### src/rtl/uart_pkg.sv
// Shared UART definitions: receiver FSM encoding, oversampling constants, tick divisor.
// No logic, no latency, no flow control.
package uart_pkg;

  localparam int OVERSAMPLE = 16;
  localparam int MID_SAMPLE = 9;

  typedef enum logic [1:0] {
    ST_IDLE  = 2'd0,
    ST_START = 2'd1,
    ST_DATA  = 2'd2,
    ST_STOP  = 2'd3
  } rx_state_t;

  // Clocks per oversample tick, truncated; never below 1 so the tick generator stays legal.
  function automatic int tick_div(input int clk_freq, input int baud_rate);
    int d;
    d = clk_freq / (baud_rate * OVERSAMPLE);
    return (d < 1) ? 1 : d;
  endfunction

endpackage

### src/rtl/uart_rx_baud_gen.sv
// Free-running 16x oversample tick: one-cycle TICK_16X every DIV clocks.
// Tick is combinational from the counter; no backpressure.
module baud_gen_rx #(
  parameter int DIV = 1
) (
  input  logic CLK,
  input  logic RST,
  output logic TICK_16X
);

  localparam logic [26:0] DIV_M1 = 27'(DIV - 1);

  logic [26:0] cnt;

  always_ff @(posedge CLK) begin
    if (RST) begin
      cnt <= '0;
    end else if (cnt == DIV_M1) begin
      cnt <= '0;
    end else begin
      cnt <= cnt + 27'd1;
    end
  end

  assign TICK_16X = (cnt == DIV_M1);

endmodule

### src/rtl/uart_rx.sv
// 8N1 UART receiver, 16x oversampled with 3-sample centre vote; RX_VALID 1 clk after stop-bit s=9 tick.
// No backpressure: RX_DATA is held only until the next good frame.
module uart_rx
  import uart_pkg::*;
#(
  parameter int CLK_FREQ   = 125_000_000,
  parameter int BAUD_RATE  = 9600,
  parameter int OVERSAMPLE = 16,
  parameter int DATA_BITS  = 8
) (
  input  logic                 CLK,
  input  logic                 RST,
  input  logic                 RXD,
  output logic [DATA_BITS-1:0] RX_DATA,
  output logic                 RX_VALID,
  output logic                 FRAME_ERR,
  output logic                 BUSY
);

  localparam int          DIV      = tick_div(CLK_FREQ, BAUD_RATE);
  localparam int          BW       = (DATA_BITS > 1) ? $clog2(DATA_BITS) : 1;
  localparam logic [3:0]  S_MID    = 4'(MID_SAMPLE);
  localparam logic [3:0]  S_LAST   = 4'(OVERSAMPLE - 1);
  localparam logic [BW-1:0] BIT_LAST = BW'(DATA_BITS - 1);

  logic tick;

  baud_gen_rx #(
    .DIV(DIV)
  ) u_baud_gen (
    .CLK     (CLK),
    .RST     (RST),
    .TICK_16X(tick)
  );

  // Two-flop synchroniser; everything downstream looks at rxd_s only.
  logic rxd_m, rxd_s;

  always_ff @(posedge CLK) begin
    if (RST) begin
      rxd_m <= 1'b1;
      rxd_s <= 1'b1;
    end else begin
      rxd_m <= RXD;
      rxd_s <= rxd_m;
    end
  end

  rx_state_t            state, state_nxt;
  logic [3:0]           s_cnt, s_nxt;
  logic [BW-1:0]        bit_cnt, bit_nxt;
  logic [DATA_BITS-1:0] shreg, shreg_nxt;
  logic [DATA_BITS-1:0] data_q, data_nxt;
  logic                 smp7, smp7_nxt;
  logic                 smp8, smp8_nxt;
  logic                 valid_q, valid_nxt;
  logic                 ferr_q, ferr_nxt;
  logic                 vote;

  // Samples 7 and 8 are latched; sample 9 is the live rxd_s on the deciding tick.
  assign vote = (smp7 & smp8) | (smp7 & rxd_s) | (smp8 & rxd_s);

  always_ff @(posedge CLK) begin
    if (RST) begin
      state   <= ST_IDLE;
      s_cnt   <= '0;
      bit_cnt <= '0;
      shreg   <= '0;
      data_q  <= '0;
      smp7    <= 1'b0;
      smp8    <= 1'b0;
      valid_q <= 1'b0;
      ferr_q  <= 1'b0;
    end else begin
      state   <= state_nxt;
      s_cnt   <= s_nxt;
      bit_cnt <= bit_nxt;
      shreg   <= shreg_nxt;
      data_q  <= data_nxt;
      smp7    <= smp7_nxt;
      smp8    <= smp8_nxt;
      valid_q <= valid_nxt;
      ferr_q  <= ferr_nxt;
    end
  end

  always_comb begin
    state_nxt = state;
    s_nxt     = s_cnt;
    bit_nxt   = bit_cnt;
    shreg_nxt = shreg;
    data_nxt  = data_q;
    smp7_nxt  = smp7;
    smp8_nxt  = smp8;
    valid_nxt = 1'b0;
    ferr_nxt  = 1'b0;

    if (tick) begin
      if (state != ST_IDLE) begin
        s_nxt = s_cnt + 4'd1;
        if (s_cnt == 4'd7) smp7_nxt = rxd_s;
        if (s_cnt == 4'd8) smp8_nxt = rxd_s;
      end

      unique case (state)
        ST_IDLE: begin
          // The detecting tick is sample 0, so the next tick is sample 1.
          if (!rxd_s) begin
            state_nxt = ST_START;
            s_nxt     = 4'd1;
          end
        end
        ST_START: begin
          if (s_cnt == S_MID && vote) begin
            state_nxt = ST_IDLE;
            s_nxt     = '0;
          end else if (s_cnt == S_LAST) begin
            state_nxt = ST_DATA;
            s_nxt     = '0;
            bit_nxt   = '0;
          end
        end
        ST_DATA: begin
          if (s_cnt == S_MID) shreg_nxt[bit_cnt] = vote;
          if (s_cnt == S_LAST) begin
            s_nxt = '0;
            if (bit_cnt == BIT_LAST) state_nxt = ST_STOP;
            else                     bit_nxt   = bit_cnt + BW'(1);
          end
        end
        ST_STOP: begin
          // Decide at mid stop bit so a following start edge is not missed.
          if (s_cnt == S_MID) begin
            state_nxt = ST_IDLE;
            s_nxt     = '0;
            if (vote) begin
              data_nxt  = shreg;
              valid_nxt = 1'b1;
            end else begin
              ferr_nxt = 1'b1;
            end
          end
        end
        default: state_nxt = ST_IDLE;
      endcase
    end
  end

  assign RX_DATA   = data_q;
  assign RX_VALID  = valid_q;
  assign FRAME_ERR = ferr_q;
  assign BUSY      = (state != ST_IDLE);

endmodule
### config.mk
export PLATFORM = sky130hd
export DESIGN_NAME = uart_rx
export DESIGN_NICKNAME = d
export VERILOG_FILES = /design/src/rtl/uart_pkg.sv /design/src/rtl/uart_rx_baud_gen.sv /design/src/rtl/uart_rx.sv
export SDC_FILE = /design/constraint.sdc
export NUM_CORES = 1
export LEC_CHECK = 0
export CELL_PAD_IN_SITES_DETAIL_PLACEMENT = 2
export CELL_PAD_IN_SITES_GLOBAL_PLACEMENT = 2
export CORE_MARGIN = 3
export CORE_UTILIZATION = 25
export CTS_CLUSTER_SIZE = 24
export DETAILED_ROUTE_END_ITERATION = 8
export DONT_BUFFER_PORTS = 1
export GPL_ROUTABILITY_DRIVEN = 0
export PLACE_DENSITY = 0.56
export SLEW_MARGIN = 10
export SYNTH_ARGS = -nofsm -noshare
export SYNTH_HDL_FRONTEND = slang
export SYNTH_SLANG_ARGS = --single-unit
### constraint.sdc
create_clock -name CLK -period 2.2 [get_ports CLK]
set_input_delay 0.44 -clock CLK [delete_from_list [all_inputs] [get_ports CLK]]
set_output_delay 0.44 -clock CLK [all_outputs]
set_load 0.02 [all_outputs]
==> results of run 1 <==
-- area by class of cell --
| cell class | instances | area (µm²) |
|---|---|---|
| Clock buffer | 11 | 243 |
| Clock inverter | 5 | 77.6 |
| Fill cell | 1271 | 7560 |
| Inverter | 9 | 33.8 |
| Multi-Input combinational cell | 249 | 1550 |
| Sequential cell | 58 | 1160 |
| Tap cell | 140 | 175 |
| Timing Repair Buffer | 16 | 133 |
-- sequential cells by signal (all words and copies together) (netlist names), named ones only --
register        count
bit_cnt             3
FRAME_ERR           1
rxd_s               1
smp8                1
s_cnt               4
state               1
smp7                1
RX_VALID            1
RX_DATA             8
shreg               8
rxd_m               1
u_baud_gen.cnt     27
-- report_power, final --
| group | switching (mW) | internal (mW) |
|---|---|---|
| sequential | 0.00976 | 1.06 |
| combinational | 0.0208 | 0.0173 |
| clock | 0.509 | 1.02 |
-- metrics by stage --
stage | total power, mW | util, % | cells | cell area (µm²)
floorplan | 1.12 | - | 333 | 2810
global placement | 1.13 | 27.9 | 472 | 3050
detailed placement | 1.13 | 27.9 | 472 | 3050
CTS | 2.69 | 30.8 | 488 | 3370
global route | 2.73 | 30.8 | 488 | 3370
finish | 2.63 | 30.8 | 488 | 3370
-- kinds of logic (layout without fill, tap and decap cells) --
group	count (synthesis)	count (layout)
XOR/XNOR	25	25
multiplexers	14	14
adder cells (fa/ha/maj)	8	8
AO/OA/AOI/OAI	36	36
buffers and inverters	26	41
flip-flops	58	58
AND/OR/NAND/NOR	166	166
-- placed cells by master (no fill, tap or decap), drive strengths merged, types with 4 or more instances in the layout --
| master | instances |
|---|---|
| a21oi | 12 |
| and2 | 4 |
| buf | 16 |
| clkbuf | 11 |
| dfxtp | 58 |
| ha | 7 |
| inv | 9 |
| mux2i | 14 |
| nand2 | 26 |
| nand2b | 8 |
| nand3 | 23 |
| nand4 | 13 |
| nor2 | 49 |
| nor2b | 4 |
| nor3 | 13 |
| nor4 | 10 |
| o21ai | 11 |
| xnor2 | 6 |
| xor2 | 19 |
-- per-layer routing --
| metal | track usage (%) | vias up | share of wire (%) |
|---|---|---|---|
| met4 | 6.01 | 0 | 1.9 |
| met2 | 21.7 | 16 | 46 |
| met5 | 0 | - | 0 |
| met3 | 3.02 | 10 | 2.3 |
| li1 | - | 1180 | - |
| met1 | 17.6 | 1180 | 49 |
-- how the worst max path moves through the flow --
stage / startpoint / end / cells after the start
floorplan: u_baud_gen.cnt[21]$_SDFF_PP0_ / s_cnt[3]$_SDFFE_PP0N_ / 6
global placement: u_baud_gen.cnt[21]$_SDFF_PP0_ / FRAME_ERR$_SDFF_PP0_ / 7
detailed placement: u_baud_gen.cnt[21]$_SDFF_PP0_ / FRAME_ERR$_SDFF_PP0_ / 7
CTS: u_baud_gen.cnt[21]$_SDFF_PP0_ / FRAME_ERR$_SDFF_PP0_ / 7
global route: u_baud_gen.cnt[21]$_SDFF_PP0_ / s_cnt[0]$_SDFFE_PP0N_ / 7
finish: u_baud_gen.cnt[21]$_SDFF_PP0_ / s_cnt[0]$_SDFFE_PP0N_ / 7
==> impl_metrics.json, run 1 <==
{
  "syn_inst": 333,
  "ys_seq_area_share_pct": 41.3,
  "hold_viol": 0,
  "grt_pass1_wl_mm": 13.8,
  "grt_max_degree": 40,
  "dieArea_mm2": 0.0126,
  "whs_ns": 0.189,
  "worst_clock_skew_ns": 0.00571,
  "ys_types": 44,
  "r2r-end": "s_cnt[0]$_SDFFE_PP0N_",
  "ctsHoldBuffers": 0,
  "end_kind": "register",
  "synth_fa_ha_area_share_pct": 3.47,
  "synthTopCellsByCount": "dfxtp_1 (58), nor2_1 (49), nand2_1 (26)",
  "fin_ws_ns": 0.309,
  "rsz0062_at_grt": "no",
  "drtPass1Iterations": 4,
  "drive_gt1_share_pct": 11.8,
  "synth_xor_area_share_pct": 7.79,
  "grt_pass1_vias": 2697,
  "path_max_fanout": 12,
  "cpMaxStageDelayCell": "nor4_2",
  "hold_depth": 1,
  "cts_tree": "yes",
  "grt_antenna_before_repair": 0,
  "cts_buffers": 9,
  "synth.most_common_cell": "dfxtp_1",
  "synthSimpleGateAreaFrac_pct": 31.2,
  "wl_per_cell_um": 15.8,
  "cts_buffer_depth": 2,
  "fin_tns_setup_ns": 0,
  "clk_pin_slew_worst_paths_ns": 0.05,
  "crit_path_start_kind": "register",
  "num_vias": 2386,
  "synthFlopType": "dfxtp_1",
  "ys_warn_count": 0,
  "ys_ff_latch": 58,
  "synthTopCellsByArea": "dfxtp_1 (41%), nor2_1 (6.5%), xor2_1 (5.9%)",
  "postCtsSetupBuffers": 0,
  "min_path_type": "in2reg",
  "syn_area_mm2": 0.00281,
  "ys_async_sr_fraction_pct": 0,
  "cp_top_family": "simple AND/OR/NAND/NOR gates",
  "cts-root-buf": "clkbuf_16",
  "die_w_um": 112,
  "layout.nets": 353,
  "reg2reg_setup_slack_ns": 0.31,
  "setup_viol": 0,
  "synth-edff-count": 0,
  "die_height_um": 112,
  "rr_startpoint": "u_baud_gen.cnt[21]$_SDFF_PP0_",
  "diodes": 0,
  "drc": 0,
  "cellPowerDensity_mw_per_mm2": 781,
  "synthDominantCellAreaShare_pct": 41.3,
  "pre_cts_ws_ns": 0.296,
  "critPathBufInv": 2,
  "hold-path-endpoint": "s_cnt[3]$_SDFFE_PP0N_",
  "ioPinCount": 14,
  "max_cap_viol_count": 0,
  "max_stage_delay_ns": 0.38,
  "insertion_delay_ns": 0.33,
  "fin_crit_sh_pct": 86.0,
  "status": "finished, final reports clean",
  "initial_utilization_pct": 25.7,
  "drt_wl_total_mm": 7.73,
  "max_freq_ghz": 0.529,
  "arrival_ns": 2.10,
  "drtIter0Drc": 99,
  "crit_top_cell": "buf_4",
  "finalCriticalPeriod_ns": 1.89,
  "final-max-slew-violation-count": 0,
  "postSynthNetCount": 343,
  "area_delta_synth_final_pct": 19.9,
  "synth-compound-area-share_pct": 7.65,
  "htreeDepth": 3,
  "grt_overflow": 0,
  "fp.coreArea_mm2": 0.0109,
  "worstRegToRegCells": 7,
  "worst-slew-pin-transition_ns": 0.457,
  "synth_top_area_cell": "dfxtp_1",
  "place_hpwl_mm": 5.44,
  "ant_nets": 0,
  "muxShareOfSynthArea_pct": 4.98,
  "critPathRequiredTime_ns": 2.41,
  "syn_avg_cell_area_um2": 8.44,
  "ir_drop_uv": 272,
  "track_usage_pct": 13.6,
  "crit_path_cell_trace": "nor4_2 -> nand4_2 -> buf_4 -> nor2_1 -> buf_4 -> nand2_1 -> a221o_1",
  "path_class": "reg2reg",
  "p_leak_nw": 1.17,
  "viasPerCell": 4.89,
  "portBuffers": 0,
  "ctsResizeCount": 0,
  "synth_top_family_by_area": "simple AND/OR/NAND/NOR gates",
  "rows": 38,
  "hp-start": "RST",
  "cts.sinks": 58,
  "maxSlewHeadroom_pct": 69.4
}
Power figures use the tool's default switching activity.
==> run 2, diff against run 1 <==
--- a/config.mk
+++ b/config.mk
@@ -5,6 +5,7 @@
 export SDC_FILE = /design/constraint.sdc
 export NUM_CORES = 1
 export LEC_CHECK = 0
+export ABC_AREA = 1
 export CELL_PAD_IN_SITES_DETAIL_PLACEMENT = 2
 export CELL_PAD_IN_SITES_GLOBAL_PLACEMENT = 2
 export CORE_MARGIN = 3
@@ -13,8 +14,9 @@
 export DETAILED_ROUTE_END_ITERATION = 8
 export DONT_BUFFER_PORTS = 1
 export GPL_ROUTABILITY_DRIVEN = 0
-export PLACE_DENSITY = 0.56
+export PLACE_DENSITY = 0.6
 export SLEW_MARGIN = 10
 export SYNTH_ARGS = -nofsm -noshare
 export SYNTH_HDL_FRONTEND = slang
+export SYNTH_HIERARCHICAL = 1
 export SYNTH_SLANG_ARGS = --single-unit
==> run 2 against run 1 <==
Clock-buffer cell count unchanged. Area after synthesis increased by 8.4%. Clock skew shrank 0.0010 ns. Flip-flop and latch count did not move. Global-route usage grew 1.0 points. Via count up 19%. Sequential share of layout area down 2.0 points. Maximum frequency down 1.7%. Total power grew 0.42%. Core utilization down 0.18 points. Worst hold slack got worse by 0.013 ns. Final cell count rose by 26%. Critical path type unchanged. Largest cell class unchanged. Largest power group unchanged.
==> impl_metrics.json, run 2 <==
{
  "synth-edff-count": 0,
  "min_path_type": "in2reg",
  "final-max-slew-violation-count": 0,
  "grt_max_degree": 26,
  "drive_gt1_share_pct": 11.3,
  "postSynthNetCount": 466,
  "synthTopCellsByCount": "nand2_1 (115), nor2_1 (96), dfxtp_1 (58)",
  "grt_overflow": 0,
  "synthDominantCellAreaShare_pct": 38.1,
  "r2r-end": "shreg[0]$_SDFFE_PP0P_",
  "cellPowerDensity_mw_per_mm2": 740,
  "layout.nets": 476,
  "clk_pin_slew_worst_paths_ns": 0.05,
  "die_w_um": 116,
  "worst-slew-pin-transition_ns": 0.573,
  "ioPinCount": 14,
  "drc": 0,
  "ys_async_sr_fraction_pct": 0,
  "p_leak_nw": 1.40,
  "worst_clock_skew_ns": 0.00467,
  "drtPass1Iterations": 4,
  "critPathRequiredTime_ns": 2.46,
  "track_usage_pct": 14.6,
  "critPathCapture": "shreg[0]$_SDFFE_PP0P_",
  "finalCriticalPeriod_ns": 1.92,
  "synth_top_area_cell": "dfxtp_1",
  "arrival_ns": 2.18,
  "fp.coreArea_mm2": 0.0117,
  "path_max_fanout": 5,
  "cts_tree": "yes",
  "power_mw": 2.64,
  "cts_buffer_depth": 2,
  "setup_viol": 0,
  "grt_antenna_before_repair": 0,
  "ant_nets": 0,
  "drtIter0Drc": 91,
  "synth.most_common_cell": "nand2_1",
  "rr_startpoint": "u_baud_gen/cnt[0]$_SDFF_PP0_",
  "cts-root-buf": "clkbuf_16",
  "ys_warn_count": 6,
  "end_kind": "register",
  "cts_buffers": 9,
  "area_delta_synth_final_pct": 17.2,
  "startpoint": "u_baud_gen/cnt[0]$_SDFF_PP0_",
  "grt_pass1_wl_mm": 15.3,
  "postCtsSetupBuffers": 0,
  "hold_viol": 0,
  "num_vias": 2829,
  "layout_common_cells": "nand2_1 (114), nor2_1 (93), dfxtp_1 (58)",
  "rows": 39,
  "dieArea_mm2": 0.0136,
  "fin_crit_sh_pct": 87.4,
  "syn_avg_cell_area_um2": 6.68,
  "maxSlewHeadroom_pct": 61.6,
  "max_freq_ghz": 0.520,
  "ir_drop_uv": 300,
  "htreeDepth": 3,
  "insertion_delay_ns": 0.33,
  "placed_cell_area_mm2": 0.00322,
  "max_cap_viol_count": 0,
  "diodes": 0,
  "ys_types": 30,
  "synthTopCellsByArea": "dfxtp_1 (38%), nand2_1 (14%), nor2_1 (12%)",
  "die_height_um": 116,
  "path_class": "reg2reg",
  "wl_per_cell_um": 14.3,
  "ys_seq_area_share_pct": 38.1,
  "rsz0062_at_grt": "yes",
  "initial_utilization_pct": 26.1,
  "synthFlopType": "dfxtp_1",
  "syn_area_mm2": 0.00305,
  "ys_ff_latch": 58,
  "layout_commonest_cell": "nand2_1",
  "cts.sinks": 58,
  "crit_path_start_kind": "register",
  "top_register": "u_baud_gen/cnt",
  "portBuffers": 0,
  "reg2reg_setup_slack_ns": 0.28,
  "grt_pass1_vias": 3089,
  "final_area_mm2": 0.00357,
  "worstRegToRegCells": 12,
  "viasPerCell": 4.61,
  "syn_inst": 456,
  "largest_register_ffs": 27,
  "drt_wl_total_mm": 8.80,
  "place_hpwl_mm": 6.79,
  "status": "finished, final reports clean",
  "fillers": 1393
}
[run 2: changes by cell type after synthesis, moves of 11 or more]
cell	before	now
xor2_1	19	8
nand2_1	26	115
mux2i_1	14	0
nor2_1	49	96
inv_1	9	52
clkbuf_1	13	2
[run 2: routing by layer]
metal  vias up  GRT usage (%)  share of wire (%)  wire length, µm
li1       1446              -                  -                -
met1      1341           20.1                 52             4570
met2        26           21.6                 43             3770
met3        16           3.06                3.0              265
met4         0           6.96                2.3              204
met5         -              0                  0                0
[run 2: kinds of logic after synthesis]
family          Yosys count  share of synthesized area [%]
fa+ha+maj                 7                           2.87
simple gates            279                           40.5
buf+inv                  60                           8.01
compound gates           39                           6.77
xor+xnor                 13                           3.74
flops                    58                           38.1
[run 2: how the worst min path moves through the flow]
| stage | startpoint | cells after the start | to |
|---|---|---|---|
| finish | RST | 1 | smp7$_SDFFE_PP0P_ |
| global route | RST | 1 | shreg[7]$_SDFFE_PP0P_ |
| CTS | RST | 1 | bit_cnt[1]$_SDFFE_PP0P_ |
| detailed placement | rxd_m$_SDFF_PP1_ | 1 | rxd_s$_SDFF_PP1_ |
| global placement | rxd_m$_SDFF_PP1_ | 1 | rxd_s$_SDFF_PP1_ |
| floorplan | rxd_m$_SDFF_PP1_ | 1 | rxd_s$_SDFF_PP1_ |
[run 2: cell type report]
| cell class | instances | area (µm²) | share of cell area, % |
|---|---|---|---|
| Clock buffer | 11 | 243 | 6.79 |
| Clock inverter | 5 | 77.6 | 2.17 |
| Inverter | 55 | 209 | 5.85 |
| Multi-Input combinational cell | 338 | 1670 | 46.8 |
| Sequential cell | 58 | 1160 | 32.5 |
| Tap cell | 143 | 179 | 5.01 |
| Timing Repair Buffer | 4 | 30.0 | 0.840 |
[run 2: report_power, final]
part	leakage, nW	internal [mW]	switching, mW	total [mW]
logic	0.776	0.0141	0.0292	0.0433
registers	0.468	1.06	0.00626	1.06
clock network	0.156	1.02	0.518	1.54
[run 2: metrics by stage]
step | utilization, % | std cells | worst slack [ns] | setup TNS, ns | hold slack [ns]
6_report | 30.6 | 614 | 0.277 | 0 | 0.176
5_1_grt | 30.6 | 614 | -0.0320 | -0.0415 | 0.159
4_1_cts | 30.4 | 614 | 0.106 | 0 | 0.156
3_5_place_dp | 27.6 | 598 | 0.164 | 0 | 0.397
3_3_place_gp | 27.6 | 598 | 0.270 | 0 | 0.395
2_1_floorplan | - | 456 | 0.427 | 0 | 0.389
[run 2: what timing repair did]
action | in CTS | in global routing
hold buffers | 0 | 0
resized for setup | 0 | 12
endpoints found under the setup margin | 0 | 15
endpoints found under the hold margin | 0 | 0
[run 2: worst max-delay path, cell delays in order (launching register included)]
cell	delay, ns
dfxtp_1	0.34
inv_1	0.09
ha_1	0.15
nand2_1	0.05
nor2_1	0.13
nand3_1	0.15
nor2_4	0.15
inv_1	0.10
nor2_2	0.20
nand2_2	0.12
inv_2	0.11
a21oi_1	0.08
nor3b_2	0.19
==> run 3, diff against run 2 <==
--- a/config.mk
+++ b/config.mk
@@ -9,12 +9,12 @@
 export CELL_PAD_IN_SITES_DETAIL_PLACEMENT = 2
 export CELL_PAD_IN_SITES_GLOBAL_PLACEMENT = 2
 export CORE_MARGIN = 3
-export CORE_UTILIZATION = 25
+export CORE_UTILIZATION = 35
 export CTS_CLUSTER_SIZE = 24
 export DETAILED_ROUTE_END_ITERATION = 8
 export DONT_BUFFER_PORTS = 1
 export GPL_ROUTABILITY_DRIVEN = 0
-export PLACE_DENSITY = 0.6
+export PLACE_DENSITY = 0.79
 export SLEW_MARGIN = 10
 export SYNTH_ARGS = -nofsm -noshare
 export SYNTH_HDL_FRONTEND = slang
==> run 3 against run 2 <==
Total power down 17%. Combinational power down 6.5%. Worst hold slack worse by 0.014 ns. Clock skew up 0.0060 ns. Clock-buffer cell count down 2. Setup slack worse by 0.055 ns. Final cell count down 6.7%. First-iteration DRC count down 21%. Largest power group unchanged. Highest routed layer unchanged.
==> impl_metrics.json, run 3 (synthesized netlist as in run 2, its figures left out) <==
{
  "reg2reg_setup_slack_ns": 0.22,
  "ioPinCount": 14,
  "grt_pass1_vias": 3134,
  "rows": 33,
  "drc": 0,
  "cts-root-buf": "clkbuf_8",
  "arrival_ns": 2.21,
  "crit_path_start_kind": "register",
  "track_usage_pct": 19.2,
  "p_leak_nw": 1.33,
  "rsz0062_at_grt": "yes",
  "dp_cells": 557,
  "top_register": "u_baud_gen/cnt",
  "hold_viol": 0,
  "multiInputGateArea_mm2": 0.00165,
  "finalCriticalPeriod_ns": 1.98,
  "final-max-slew-violation-count": 0,
  "drtPass1Iterations": 4,
  "critPathRequiredTime_ns": 2.43,
  "fin_crit_sh_pct": 89.9,
  "dieArea_mm2": 0.00986,
  "cts_tree": "yes",
  "grt_pass1_wl_mm": 15.2,
  "fp.coreArea_mm2": 0.00834,
  "viasPerCell": 4.92,
  "num_vias": 2820,
  "diodes": 0,
  "ant_nets": 0,
  "die_height_um": 99.3,
  "status": "finished, final reports clean",
  "ir_drop_uv": 288,
  "die_w_um": 99.3,
  "maxSlewHeadroom_pct": 65.3,
  "min_path_type": "in2reg",
  "drt_wl_total_mm": 8.65,
  "portBuffers": 0,
  "largest_register_ffs": 27,
  "worstRegToRegCells": 11,
  "max_cap_viol_count": 0,
  "cts_buffers": 9,
  "max_freq_ghz": 0.506,
  "grt_antenna_before_repair": 0,
  "drive_gt1_share_pct": 9.83,
  "cts_buffer_depth": 2,
  "drtIter0Drc": 72,
  "seq_area_mm2": 0.00116,
  "htreeDepth": 3,
  "layout_common_cells": "nand2_1 (115), nor2_1 (95), dfxtp_1 (58)",
  "clk_pin_slew_worst_paths_ns": 0.08,
  "cts.sinks": 58,
  "fillers": 1037,
  "grt_overflow": 0,
  "layout.nets": 473,
  "end_kind": "register",
  "insertion_delay_ns": 0.34,
  "path_max_fanout": 10,
  "worst-slew-pin-transition_ns": 0.517,
  "final_cells": 573,
  "whs_ns": 0.162,
  "initial_utilization_pct": 36.5,
  "area_delta_synth_final_pct": 10.6,
  "cellPowerDensity_mw_per_mm2": 654,
  "setup_viol": 0,
  "wl_per_cell_um": 15.1,
  "hold_depth": 1,
  "grt_max_degree": 26,
  "worst_clock_skew_ns": 0.0107,
  "place_hpwl_mm": 6.51,
  "path_class": "reg2reg",
  "layout_commonest_cell": "nand2_1"
}
[run 3: cell types whose count changed in the layout (fill, tap and decap cells not counted), moves of 2 or more]
| cell | delta |
|---|---|
| clkbuf_16 | -9 |
| clkbuf_8 | +8 |
| nor2_1 | +2 |
| buf_4 | -3 |
[run 3: final cells by class]
| class | instances | area share (%) |
|---|---|---|
| Multi-Input combinational cell | 338 | 48.8 |
| Sequential cell | 58 | 34.4 |
| Inverter | 55 | 6.20 |
| Tap cell | 105 | 3.90 |
| Clock buffer | 9 | 3.67 |
| Clock inverter | 7 | 2.78 |
| Timing Repair Buffer | 1 | 0.223 |
[run 3: timing repair]
| item | 4_1_cts | 5_1_grt |
|---|---|---|
| gates resized for setup | 0 | 4 |
| setup endpoints to repair | 0 | 10 |
| hold endpoints to repair | 0 | 0 |
| buffers inserted | 0 | 0 |
| hold buffers | 0 | 0 |
[run 3: final timing paths]
check                               startpoint                 endpoint
setup / recovery  u_baud_gen/cnt[0]$_SDFF_PP0_  RX_DATA[1]$_SDFFE_PP0P_
hold / removal                             RST  bit_cnt[2]$_SDFFE_PP0P_
setup reg to reg  u_baud_gen/cnt[0]$_SDFF_PP0_  RX_DATA[1]$_SDFFE_PP0P_
hold reg to reg               rxd_m$_SDFF_PP1_         rxd_s$_SDFF_PP1_
[run 3: report_power, final]
part	internal [mW]	total, mW	leakage (nW)	switching, mW
clock	0.635	1.10	0.105	0.467
sequential	1.06	1.06	0.468	0.00786
combinational	0.0128	0.0405	0.755	0.0278
total	1.70	2.21	1.33	0.502
[run 3: stage by stage]
step | setup WS (ns) | instance area [µm²] | TNS (ns) | total power, mW | util (%)
after floorplan | 0.427 | 3050 | 0 | 1.12 | -
after global placement | 0.350 | 3150 | 0 | 1.13 | 37.8
after detailed placement | 0.223 | 3150 | 0 | 1.13 | 37.8
after CTS | 0.152 | 3370 | 0 | 2.24 | 40.4
after global routing | -0.00981 | 3370 | -0.0124 | 2.29 | 40.4
final | 0.222 | 3370 | 0 | 2.21 | 40.4
[run 3: layer usage]
metal | routed length (µm) | up-vias | global-route usage [%]
li1 | - | 1437 | -
met1 | 4290 | 1352 | 25.8
met2 | 4110 | 23 | 31.4
met3 | 162 | 8 | 3.51
met4 | 91 | 0 | 5.99
met5 | 0 | - | 0
[run 3: worst max-delay path, cell delays in order (launching register included)]
cell	delay [ns]
dfxtp_1	0.35
inv_1	0.10
ha_1	0.15
nand2_1	0.07
nor2_2	0.15
nand3_1	0.10
nor2_1	0.16
inv_1	0.11
nor2_2	0.16
nand3_2	0.23
o21ai_0	0.23
nor2_1	0.06
